### src/rtl/ref_block_fetch_pkg.sv
// Shared defaults, FSM encoding and helpers for the reference-block fetch path.
// Imported by the fetch sequencer and its skid FIFO.
package ref_block_fetch_pkg;

  localparam int DEF_DATA_WIDTH   = 8;
  localparam int DEF_MEMORY_DEPTH = 256;
  localparam int DEF_WINDOW_WIDTH = 16;
  localparam int DEF_BLOCK_SIZE   = 4;

  typedef enum logic [1:0] {
    ST_IDLE  = 2'd0,
    ST_FETCH = 2'd1,
    ST_DRAIN = 2'd2
  } fetch_state_t;

  // Counter width that stays legal even for a degenerate 1-pixel block.
  function automatic int clog2_min1(input int value);
    return (value > 1) ? $clog2(value) : 1;
  endfunction

endpackage

### src/rtl/ref_block_fetch_skid_fifo.sv
// Two-entry FIFO carrying a pixel plus its first/last block tags.
// Entry 0 is always the head, so the outputs come straight from registers.
module fetch_skid_fifo
  import ref_block_fetch_pkg::*;
#(
  parameter int DATA_WIDTH = DEF_DATA_WIDTH
) (
  input  logic                  in_clk,
  input  logic                  in_rst,
  input  logic                  in_push,
  input  logic [DATA_WIDTH-1:0] in_data,
  input  logic                  in_first,
  input  logic                  in_last,
  input  logic                  in_pop,
  output logic [DATA_WIDTH-1:0] out_data,
  output logic                  out_first,
  output logic                  out_last,
  output logic                  out_valid,
  output logic [1:0]            out_count
);

  localparam int EW = DATA_WIDTH + 2;

  logic [EW-1:0] entry_reg [2];
  logic [1:0]    count_reg;
  logic [EW-1:0] push_entry;
  logic          pop_ok;
  logic          push_ok;

  assign push_entry = {in_last, in_first, in_data};
  assign pop_ok     = in_pop && (count_reg != 2'd0);
  // A push into a full FIFO is dropped unless the head leaves this cycle.
  assign push_ok    = in_push && ((count_reg != 2'd2) || pop_ok);

  always_ff @(posedge in_clk or posedge in_rst) begin
    if (in_rst) begin
      count_reg    <= 2'd0;
      entry_reg[0] <= '0;
      entry_reg[1] <= '0;
    end else begin
      case ({push_ok, pop_ok})
        2'b10: begin
          if (count_reg == 2'd0) entry_reg[0] <= push_entry;
          else                   entry_reg[1] <= push_entry;
          count_reg <= count_reg + 2'd1;
        end
        2'b01: begin
          entry_reg[0] <= entry_reg[1];
          count_reg    <= count_reg - 2'd1;
        end
        2'b11: begin
          if (count_reg == 2'd1) begin
            entry_reg[0] <= push_entry;
          end else begin
            entry_reg[0] <= entry_reg[1];
            entry_reg[1] <= push_entry;
          end
        end
        default: ;
      endcase
    end
  end

  assign out_data  = entry_reg[0][DATA_WIDTH-1:0];
  assign out_first = entry_reg[0][DATA_WIDTH];
  assign out_last  = entry_reg[0][DATA_WIDTH+1];
  assign out_valid = (count_reg != 2'd0);
  assign out_count = count_reg;

endmodule

### src/rtl/ref_block_fetch.sv
// Read-side sequencer for the reference block memory: walks a BLOCK_SIZE^2
// block at (dx, dy) in the search window and streams the pixels out.
module ref_block_fetch
  import ref_block_fetch_pkg::*;
#(
  parameter int DATA_WIDTH   = DEF_DATA_WIDTH,
  parameter int MEMORY_DEPTH = DEF_MEMORY_DEPTH,
  parameter int WINDOW_WIDTH = DEF_WINDOW_WIDTH,
  parameter int BLOCK_SIZE   = DEF_BLOCK_SIZE
) (
  input  logic                                         in_clk,
  input  logic                                         in_rst,
  input  logic                                         in_start,
  input  logic [$clog2(WINDOW_WIDTH)-1:0]              in_dx,
  input  logic [$clog2(MEMORY_DEPTH/WINDOW_WIDTH)-1:0] in_dy,
  input  logic                                         in_mem_write_busy,
  output logic [$clog2(MEMORY_DEPTH)-1:0]              out_read_addr,
  input  logic [DATA_WIDTH-1:0]                        in_read_data,
  output logic [DATA_WIDTH-1:0]                        out_pixel,
  output logic                                         out_pixel_valid,
  input  logic                                         in_pixel_ready,
  output logic                                         out_first,
  output logic                                         out_last,
  output logic                                         out_busy,
  output logic                                         out_done,
  output logic                                         out_err
);

  localparam int WINDOW_HEIGHT = MEMORY_DEPTH / WINDOW_WIDTH;
  localparam int AW = $clog2(MEMORY_DEPTH);
  localparam int XW = $clog2(WINDOW_WIDTH);
  localparam int YW = $clog2(WINDOW_HEIGHT);
  localparam int BW = clog2_min1(BLOCK_SIZE);

  localparam logic [XW-1:0] DX_MAX     = XW'(WINDOW_WIDTH - BLOCK_SIZE);
  localparam logic [YW-1:0] DY_MAX     = YW'(WINDOW_HEIGHT - BLOCK_SIZE);
  localparam logic [BW-1:0] LAST_IDX   = BW'(BLOCK_SIZE - 1);
  localparam logic [AW-1:0] ROW_STRIDE = AW'(WINDOW_WIDTH);

  fetch_state_t state_reg, state_next;

  logic [XW-1:0] dx_reg;
  logic [YW-1:0] dy_reg;
  logic [BW-1:0] row_reg, row_next;
  logic [BW-1:0] col_reg, col_next;
  logic [AW-1:0] addr_reg, addr_next;
  logic          inflight_reg;
  logic          inflight_first_reg;
  logic          inflight_last_reg;
  logic          done_reg;
  logic          err_reg;

  logic          start_ok;
  logic          start_bad;
  logic          issue;
  logic          pop;
  logic          done_next;
  logic          blk_first;
  logic          blk_last;
  logic [2:0]    occupancy;

  logic [DATA_WIDTH-1:0] fifo_data;
  logic                  fifo_first;
  logic                  fifo_last;
  logic                  fifo_valid;
  logic [1:0]            fifo_count;

  function automatic logic [AW-1:0] block_addr(input logic [YW-1:0] y0, input logic [BW-1:0] r,
                                               input logic [XW-1:0] x0, input logic [BW-1:0] c);
    logic [AW-1:0] row_sum;
    logic [AW-1:0] col_sum;
    row_sum = AW'(y0) + AW'(r);
    col_sum = AW'(x0) + AW'(c);
    return row_sum * ROW_STRIDE + col_sum;
  endfunction

  assign start_ok  = (state_reg == ST_IDLE) && in_start && (in_dx <= DX_MAX) && (in_dy <= DY_MAX);
  assign start_bad = (state_reg == ST_IDLE) && in_start && !start_ok;
  assign pop       = fifo_valid && in_pixel_ready;
  assign blk_first = (row_reg == '0) && (col_reg == '0);
  assign blk_last  = (row_reg == LAST_IDX) && (col_reg == LAST_IDX);

  always_ff @(posedge in_clk or posedge in_rst) begin
    if (in_rst) state_reg <= ST_IDLE;
    else        state_reg <= state_next;
  end

  always_comb begin
    state_next = state_reg;
    case (state_reg)
      ST_IDLE:  if (start_ok) state_next = ST_FETCH;
      ST_FETCH: if (issue && blk_last) state_next = ST_DRAIN;
      ST_DRAIN: if (done_next) state_next = ST_IDLE;
      default:  state_next = ST_IDLE;
    endcase
  end

  // Occupancy counts what will sit in the FIFO after this cycle's pop plus
  // the read already in flight; capping it at 2 makes overflow impossible.
  always_comb begin
    occupancy = 3'(fifo_count) + 3'(inflight_reg) - 3'(pop);
    issue     = (state_reg == ST_FETCH) && !in_mem_write_busy && (occupancy < 3'd2);
    done_next = (state_reg == ST_DRAIN) && (occupancy == 3'd0);
    row_next  = row_reg;
    col_next  = col_reg;
    addr_next = addr_reg;
    if (start_ok) begin
      row_next  = '0;
      col_next  = '0;
      addr_next = block_addr(in_dy, '0, in_dx, '0);
    end else if (issue) begin
      if (col_reg == LAST_IDX) begin
        col_next = '0;
        row_next = blk_last ? '0 : row_reg + 1'b1;
      end else begin
        col_next = col_reg + 1'b1;
      end
      // The final address is held so it never steps past the block.
      if (!blk_last) addr_next = block_addr(dy_reg, row_next, dx_reg, col_next);
    end
  end

  always_ff @(posedge in_clk or posedge in_rst) begin
    if (in_rst) begin
      dx_reg             <= '0;
      dy_reg             <= '0;
      row_reg            <= '0;
      col_reg            <= '0;
      addr_reg           <= '0;
      inflight_reg       <= 1'b0;
      inflight_first_reg <= 1'b0;
      inflight_last_reg  <= 1'b0;
      done_reg           <= 1'b0;
      err_reg            <= 1'b0;
    end else begin
      if (start_ok) begin
        dx_reg <= in_dx;
        dy_reg <= in_dy;
      end
      row_reg            <= row_next;
      col_reg            <= col_next;
      addr_reg           <= addr_next;
      inflight_reg       <= issue;
      inflight_first_reg <= issue && blk_first;
      inflight_last_reg  <= issue && blk_last;
      done_reg           <= done_next;
      err_reg            <= start_bad;
    end
  end

  fetch_skid_fifo #(
    .DATA_WIDTH(DATA_WIDTH)
  ) u_skid_fifo (
    .in_clk   (in_clk),
    .in_rst   (in_rst),
    .in_push  (inflight_reg),
    .in_data  (in_read_data),
    .in_first (inflight_first_reg),
    .in_last  (inflight_last_reg),
    .in_pop   (pop),
    .out_data (fifo_data),
    .out_first(fifo_first),
    .out_last (fifo_last),
    .out_valid(fifo_valid),
    .out_count(fifo_count)
  );

  assign out_read_addr   = addr_reg;
  assign out_pixel       = fifo_data;
  assign out_pixel_valid = fifo_valid;
  assign out_first       = fifo_first;
  assign out_last        = fifo_last;
  assign out_busy        = (state_reg != ST_IDLE);
  assign out_done        = done_reg;
  assign out_err         = err_reg;

endmodule

### config.mk
export PLATFORM = sky130hd
export DESIGN_NAME = ref_block_fetch
export DESIGN_NICKNAME = d
export VERILOG_FILES = /design/src/rtl/ref_block_fetch_pkg.sv /design/src/rtl/ref_block_fetch_skid_fifo.sv /design/src/rtl/ref_block_fetch.sv
export SDC_FILE = /design/constraint.sdc
export NUM_CORES = 1
export LEC_CHECK = 0
export BUFFER_PORTS_ARGS = -buffer_cell sky130_fd_sc_hd__buf_4
export CAP_MARGIN = 20
export CORE_ASPECT_RATIO = 1.75
export CORE_UTILIZATION = 60
export CTS_CLUSTER_DIAMETER = 80
export DETAILED_ROUTE_END_ITERATION = 16
export PLACE_DENSITY = 0.92
export SLEW_MARGIN = 20
export SYNTH_ARGS = -nofsm -noshare
export SYNTH_HDL_FRONTEND = slang
export SYNTH_SLANG_ARGS = --single-unit
### constraint.sdc
create_clock -name in_clk -period 5.1 [get_ports in_clk]
set_clock_uncertainty 0.1 [all_clocks]
set_input_delay 0 -clock in_clk [delete_from_list [all_inputs] [get_ports in_clk]]
set_output_delay 0 -clock in_clk [all_outputs]
set_load 0.05 [all_outputs]
==> impl_metrics.py, run 1 <==
metrics = {
    "cells_and_area": {
        "nets": 332,
        "seq_area_um2": 1230,
        "area_growth_pct": 22.6,
        "multiInputGateArea_um2": 1180,
        "diodes": 0,
        "largest_register_ff_count": 10,
        "utilization_pct": 76.8,
        "fill_cells": 282,
        "drive_above_1_share_pct": 23.3,
    },
    "yosys": {
        "synthesis.nets": 279,
        "synth_top_area_share_pct": 47.6,
        "postSynth.asyncResetShare_pct": 100,
        "synth.distinct_cells": 40,
        "synth-seq-area-share_pct": 47.6,
        "synth_common_cells": "49 x dfrtp_1, 23 x nand2_1, 22 x inv_1",
        "synth_edf_count": 0,
        "syn_area_per_cell_um2": 10.7,
        "synth.most_common_cell": "dfrtp_1",
        "synth_top_area_cell": "dfrtp_1",
        "yosysWarningCount": 0,
        "yosys_register_bits": 49,
        "syn_area_um2": 2580,
        "syn_inst": 242,
        "ys.flop_type": "dfrtp_1",
        "synth_area_leaders": "dfrtp_1 48%, ha_1 6.3%, mux2i_1 5.4%",
    },
    "floorplanning": {
        "die_w_um": 51.5,
        "start_util_pct": 62.7,
        "dieArea_um2": 4570,
        "row_count": 31,
        "design.core.area_um2": 4110,
        "io_pins": 43,
        "fp.dieH_um": 88.7,
    },
    "route": {
        "antenna_left": 0,
        "finalWirelength_um": 5620,
        "vias": 1973,
        "wl_per_cell_um": 16.3,
        "dr.pass1.iters": 4,
        "drcViolationCount": 0,
        "viasPerCell": 5.72,
        "drtIter0Drc": 56,
    },
    "cts": {
        "post-cts-setup-buffer-count": 0,
        "h-tree-depth": 2,
        "cts_buffer_depth": 2,
        "holdBufCountCts": 18,
        "cts_resized": 0,
        "clk_pin_slew_ps": 90,
        "cts_num_sinks": 49,
        "clk_latency_ps": 300,
        "clock_tree.root_cell": "clkbuf_8",
        "cts_tree": "done",
        "numCtsBuffers": 5,
    },
    "placement": {
        "routabilityCongestion": 0.826,
        "port_buffers": 42,
        "dpl.hpwl_um": 3820,
    },
    "worst_hold_path": {
        "min_path_cells": 4,
        "holdPathEnd": "u_skid_fifo.out_count[1]",
        "min_from": "in_pixel_ready",
        "min_path_type": "in -> reg",
    },
    "sta": {
        "tightest_slew_ps": 826,
        "timing.final.crit_share_pct": 66.5,
        "layout_min_cycle_time_ps": 3390,
        "finalHoldViolCount": 0,
        "rsz0062_at_grt": "false",
        "slew_violations": 0,
        "fmax_ghz": 0.295,
        "finalSetupTns_ps": 0,
        "maxSlewHeadroom_pct": 44.9,
        "final-setup-viol-count": 0,
    },
    "worst_setup_path": {
        "critPathMaxFanout": 13,
        "endpoint_kind": "flip-flop",
        "startpoint": "u_skid_fifo.out_count[1]",
        "r2r_end": "out_read_addr[2]",
        "r2r_setup_slack_ps": 1710,
        "startpoint_type": "flip-flop",
        "crit_arrival_ps": 3450,
        "reg2reg_depth": 13,
        "worstSetupPathType": "reg -> reg",
        "rr_startpoint": "u_skid_fifo.out_count[1]",
        "worstPathRequired_ps": 5160,
    },
    "flow_run": {
        "maxCapViolCount": 0,
    },
    "global_route": {
        "grt_pass1_wl_um": 8970,
        "gr-usage-all-layers_pct": 27.0,
        "grt_max_degree": 50,
        "antenna_found_initial": 0,
        "grt_pass1_vias": 2022,
        "overflow": 0,
    },
    "power_and_ir_drop": {
        "vdd_drop_max_mv": 0.473,
        "leakagePower_nw": 1.55,
        "powerDensity_nw_per_um2": 648,
    },
    "run_status": {
        "status": "finished, final reports clean",
    },
}
power by group:
part | internal, mW | switching (mW)
Combinational | 0.413 | 0.689
Clock | 0.160 | 0.124
Sequential | 0.549 | 0.112
Total | 1.12 | 0.925
per-layer routing:
metal	track usage (%)	vias up	routed length, um
met3	5.33	9	208
li1	-	924	-
met5	0	-	0
met2	53.8	70	3290
met4	8.60	0	90
met1	26.7	970	2030
how the worst max path moves through the flow:
stage | end | slack (ps) | depth (start not counted)
2_1_floorplan | out_read_addr[7] | 2090 | 14
3_3_place_gp | out_read_addr[3] | 1910 | 13
3_5_place_dp | out_read_addr[2] | 1770 | 13
4_1_cts | out_read_addr[7] | 1720 | 13
5_1_grt | out_read_addr[7] | 1430 | 13
6_report | out_read_addr[2] | 1710 | 13
cell families after synthesis:
kind of cell    synth area share [%]
fa+ha+maj                       8.64
buf+inv                         6.80
compound gates                  9.32
mux                             9.81
xor+xnor                        3.54
simple gates                    14.3
flops                           47.6
metrics by stage:
stage	hold WS [ps]	instance area (um^2)	cells	setup slack [ps]	power, mW
after global routing	142	3160	345	1430	2.17
after floorplan	18.6	2580	242	2090	1.51
final	91.9	3160	345	1710	2.05
after detailed placement	132	2860	319	1770	1.74
after CTS	90.7	3160	345	1720	2.05
after global placement	127	2860	319	1910	1.69
critical path, cell delays in order (launching register included):
cell and delay [ps]:
dfrtp_1 480, inv_1 120, ha_1 220, nand2b_1 220, inv_1 190, ha_1 260
inv_1 60, ha_1 140, inv_1 50, fa_1 490, and4bb_2 290, nand3_2 290
mux2i_1 230, o21ai_0 100
area by class of cell:
cell class,count,area share (%)
clock buffers,7,2.73
clock inverters,1,0.950
inverters,22,2.65
multi-input cells,157,37.2
flip-flops and latches,49,38.8
well taps,49,1.94
repair buffers,60,15.7
cell usage in the layout (no fill, tap or decap), types with 12 or more instances in the layout:
master,netlist,final
dlygate4sd3_1,0,18
mux2i_1,14,14
inv_1,22,21
nor2_1,16,16
nand3_1,12,12
dfrtp_1,49,49
ha_1,13,13
buf_4,10,42
a21oi_1,12,12
nand2_1,23,23
No activity file was read; power rests on OpenSTA's default activity.
==> run 2, diff against run 1 <==
CORE_UTILIZATION = 50   (was 60)
PLACE_DENSITY = 0.83   (was 0.92)
clock period = 2.8 ns   (was 5.1 ns; I/O delays follow)
==> run 2 against run 1 <==
Global-route usage fell by 5.2 points. Non-clock buffer count is 9 higher. Wire length fell by 2.0%. Largest cell class is now multi-input gates.
==> impl_metrics.py, run 2 (synthesized netlist as in run 1, its figures left out) <==
metrics = {
    "cts": {
        "clock_tree.root_cell": "clkbuf_8",
        "cts_tree": "done",
        "cts_num_sinks": 49,
        "cts_buffer_depth": 2,
        "clk_latency_ps": 300,
        "h-tree-depth": 2,
        "numCtsBuffers": 5,
        "clk_pin_slew_ps": 90,
    },
    "global_route": {
        "grt_pass1_vias": 2086,
        "grt_max_degree": 50,
        "antenna_found_initial": 0,
        "gr-usage-all-layers_pct": 21.8,
        "grt_pass1_wl_um": 9380,
        "overflow": 0,
    },
    "floorplanning": {
        "dieArea_um2": 5460,
        "design.core.area_um2": 4980,
        "die_w_um": 56.3,
        "io_pins": 43,
        "start_util_pct": 51.8,
        "fp.dieH_um": 97.0,
        "row_count": 34,
    },
    "placement": {
        "port_buffers": 42,
        "routabilityCongestion": 0.725,
        "dpl.hpwl_um": 3570,
    },
    "sta": {
        "finalSetupTns_ps": 0,
        "finalHoldViolCount": 0,
        "slew_violations": 0,
        "final-setup-viol-count": 0,
        "layout_min_cycle_time_ps": 2780,
        "rsz0062_at_grt": "true",
        "fmax_ghz": 0.360,
        "maxSlewHeadroom_pct": 43.9,
        "tightest_slew_ps": 841,
        "timing.final.crit_share_pct": 99.2,
    },
    "cells_and_area": {
        "area_growth_pct": 30.0,
        "final_common_cell": "buf_4",
        "largest_register_ff_count": 10,
        "final_cell_mix": "49 x buf_4, 48 x dfrtp_1, 22 x nand2_1",
        "fill_cells": 364,
        "nets": 342,
        "diodes": 0,
        "drive_above_1_share_pct": 29.7,
        "utilization_pct": 67.3,
    },
    "route": {
        "wl_per_cell_um": 15.3,
        "finalWirelength_um": 5510,
        "viasPerCell": 5.58,
        "drtIter0Drc": 69,
        "drcViolationCount": 0,
        "dr.pass1.iters": 4,
        "antenna_left": 0,
        "vias": 2007,
    },
    "worst_setup_path": {
        "critPathBufInv": 4,
        "endpoint_kind": "flip-flop",
        "cp.depth": 13,
        "crit_path_cell_trace": "inv_2, ha_4, nand2b_4, inv_4, ha_4, inv_2, ha_4, inv_4, fa_1, and4bb_4, nand3_4, mux2i_1, a2bb2oi_1",
        "critPathMaxStageDelay_ps": 570,
        "cpLargestDelayFamily": "adder cells",
        "reg2reg_depth": 13,
        "worstSetupPathType": "reg -> reg",
        "critPathMaxFanout": 7,
        "crit_arrival_ps": 2840,
        "crit_top_cell": "ha_4",
        "worstPathRequired_ps": 2860,
        "r2r_setup_slack_ps": 20,
        "startpoint_type": "flip-flop",
        "slowest_stage": "fa_1",
    },
    "power_and_ir_drop": {
        "vdd_drop_max_mv": 1.02,
        "leakagePower_nw": 1.61,
        "powerDensity_nw_per_um2": 1220,
        "total_power_mw": 4.08,
    },
    "worst_hold_path": {
        "min_path_cells": 5,
        "min_path_type": "in -> reg",
    },
    "flow_run": {
        "maxCapViolCount": 0,
    },
    "run_status": {
        "status": "finished, final reports clean",
    },
}
run 2: worst paths after layout:
| kind | startpoint | to |
|---|---|---|
| max in group asynchronous | in_rst | u_skid_fifo.out_count[1] |
| hold reg to reg | dy_reg[3] | dy_reg[3] |
| hold / removal | in_pixel_ready | u_skid_fifo.out_count[1] |
| setup reg to reg | u_skid_fifo.out_count[1] | out_read_addr[3] |
| setup / recovery | u_skid_fifo.out_count[1] | out_read_addr[3] |
| min in group asynchronous | in_rst | u_skid_fifo.out_first |
run 2: stage by stage:
step / worst slack (ps) / area (um^2) / hold WS, ps / cells
2_1_floorplan: 12.5 / 2600 / 18.6 / 242
3_3_place_gp: 53.0 / 2930 / 129 / 330
3_5_place_dp: -35.0 / 2930 / 137 / 330
4_1_cts: -8.12 / 3270 / 136 / 358
5_1_grt: -104 / 3350 / 160 / 360
6_report: 22.5 / 3350 / 151 / 360
run 2: metal layers:
| layer | vias to the layer above | wire length (um) | global-route usage, % |
|---|---|---|---|
| li1 | 950 | - | - |
| met1 | 980 | 2130 | 23.0 |
| met2 | 65 | 3050 | 41.6 |
| met3 | 12 | 199 | 3.88 |
| met4 | 0 | 133 | 7.88 |
| met5 | - | 0 | 0 |
run 2: repair_timing:
action | CTS | global route
pin swaps | 0 | 6
gates cloned | 1 | 0
endpoints found under the setup margin | 12 | 13
hold buffers | 18 | 0
buffers inserted | 1 | 2
hold endpoints to repair | 81 | 0
gates resized for setup | 4 | 13
run 2: worst min-delay path, stage by stage:
cell and delay, ps:
buf_4 110, nand2b_4 60, buf_4 150, a21oi_1 130, o21ai_0 70
run 2: layout make-up:
class                           count  area (um^2)  area share, %
Sequential cell                    49         1230           36.6
Clock inverter                      2         37.5           1.12
Inverter                           22         88.8           2.65
Clock buffer                        6         82.6           2.46
Timing Repair Buffer               69          579           17.3
Tap cell                           54         67.6           2.02
Multi-Input combinational cell    158         1270           37.9
run 2: where the power goes:
group / internal (mW) / switching [mW]
logic: 0.974 / 1.39
clock network: 0.290 / 0.231
registers: 1.00 / 0.192
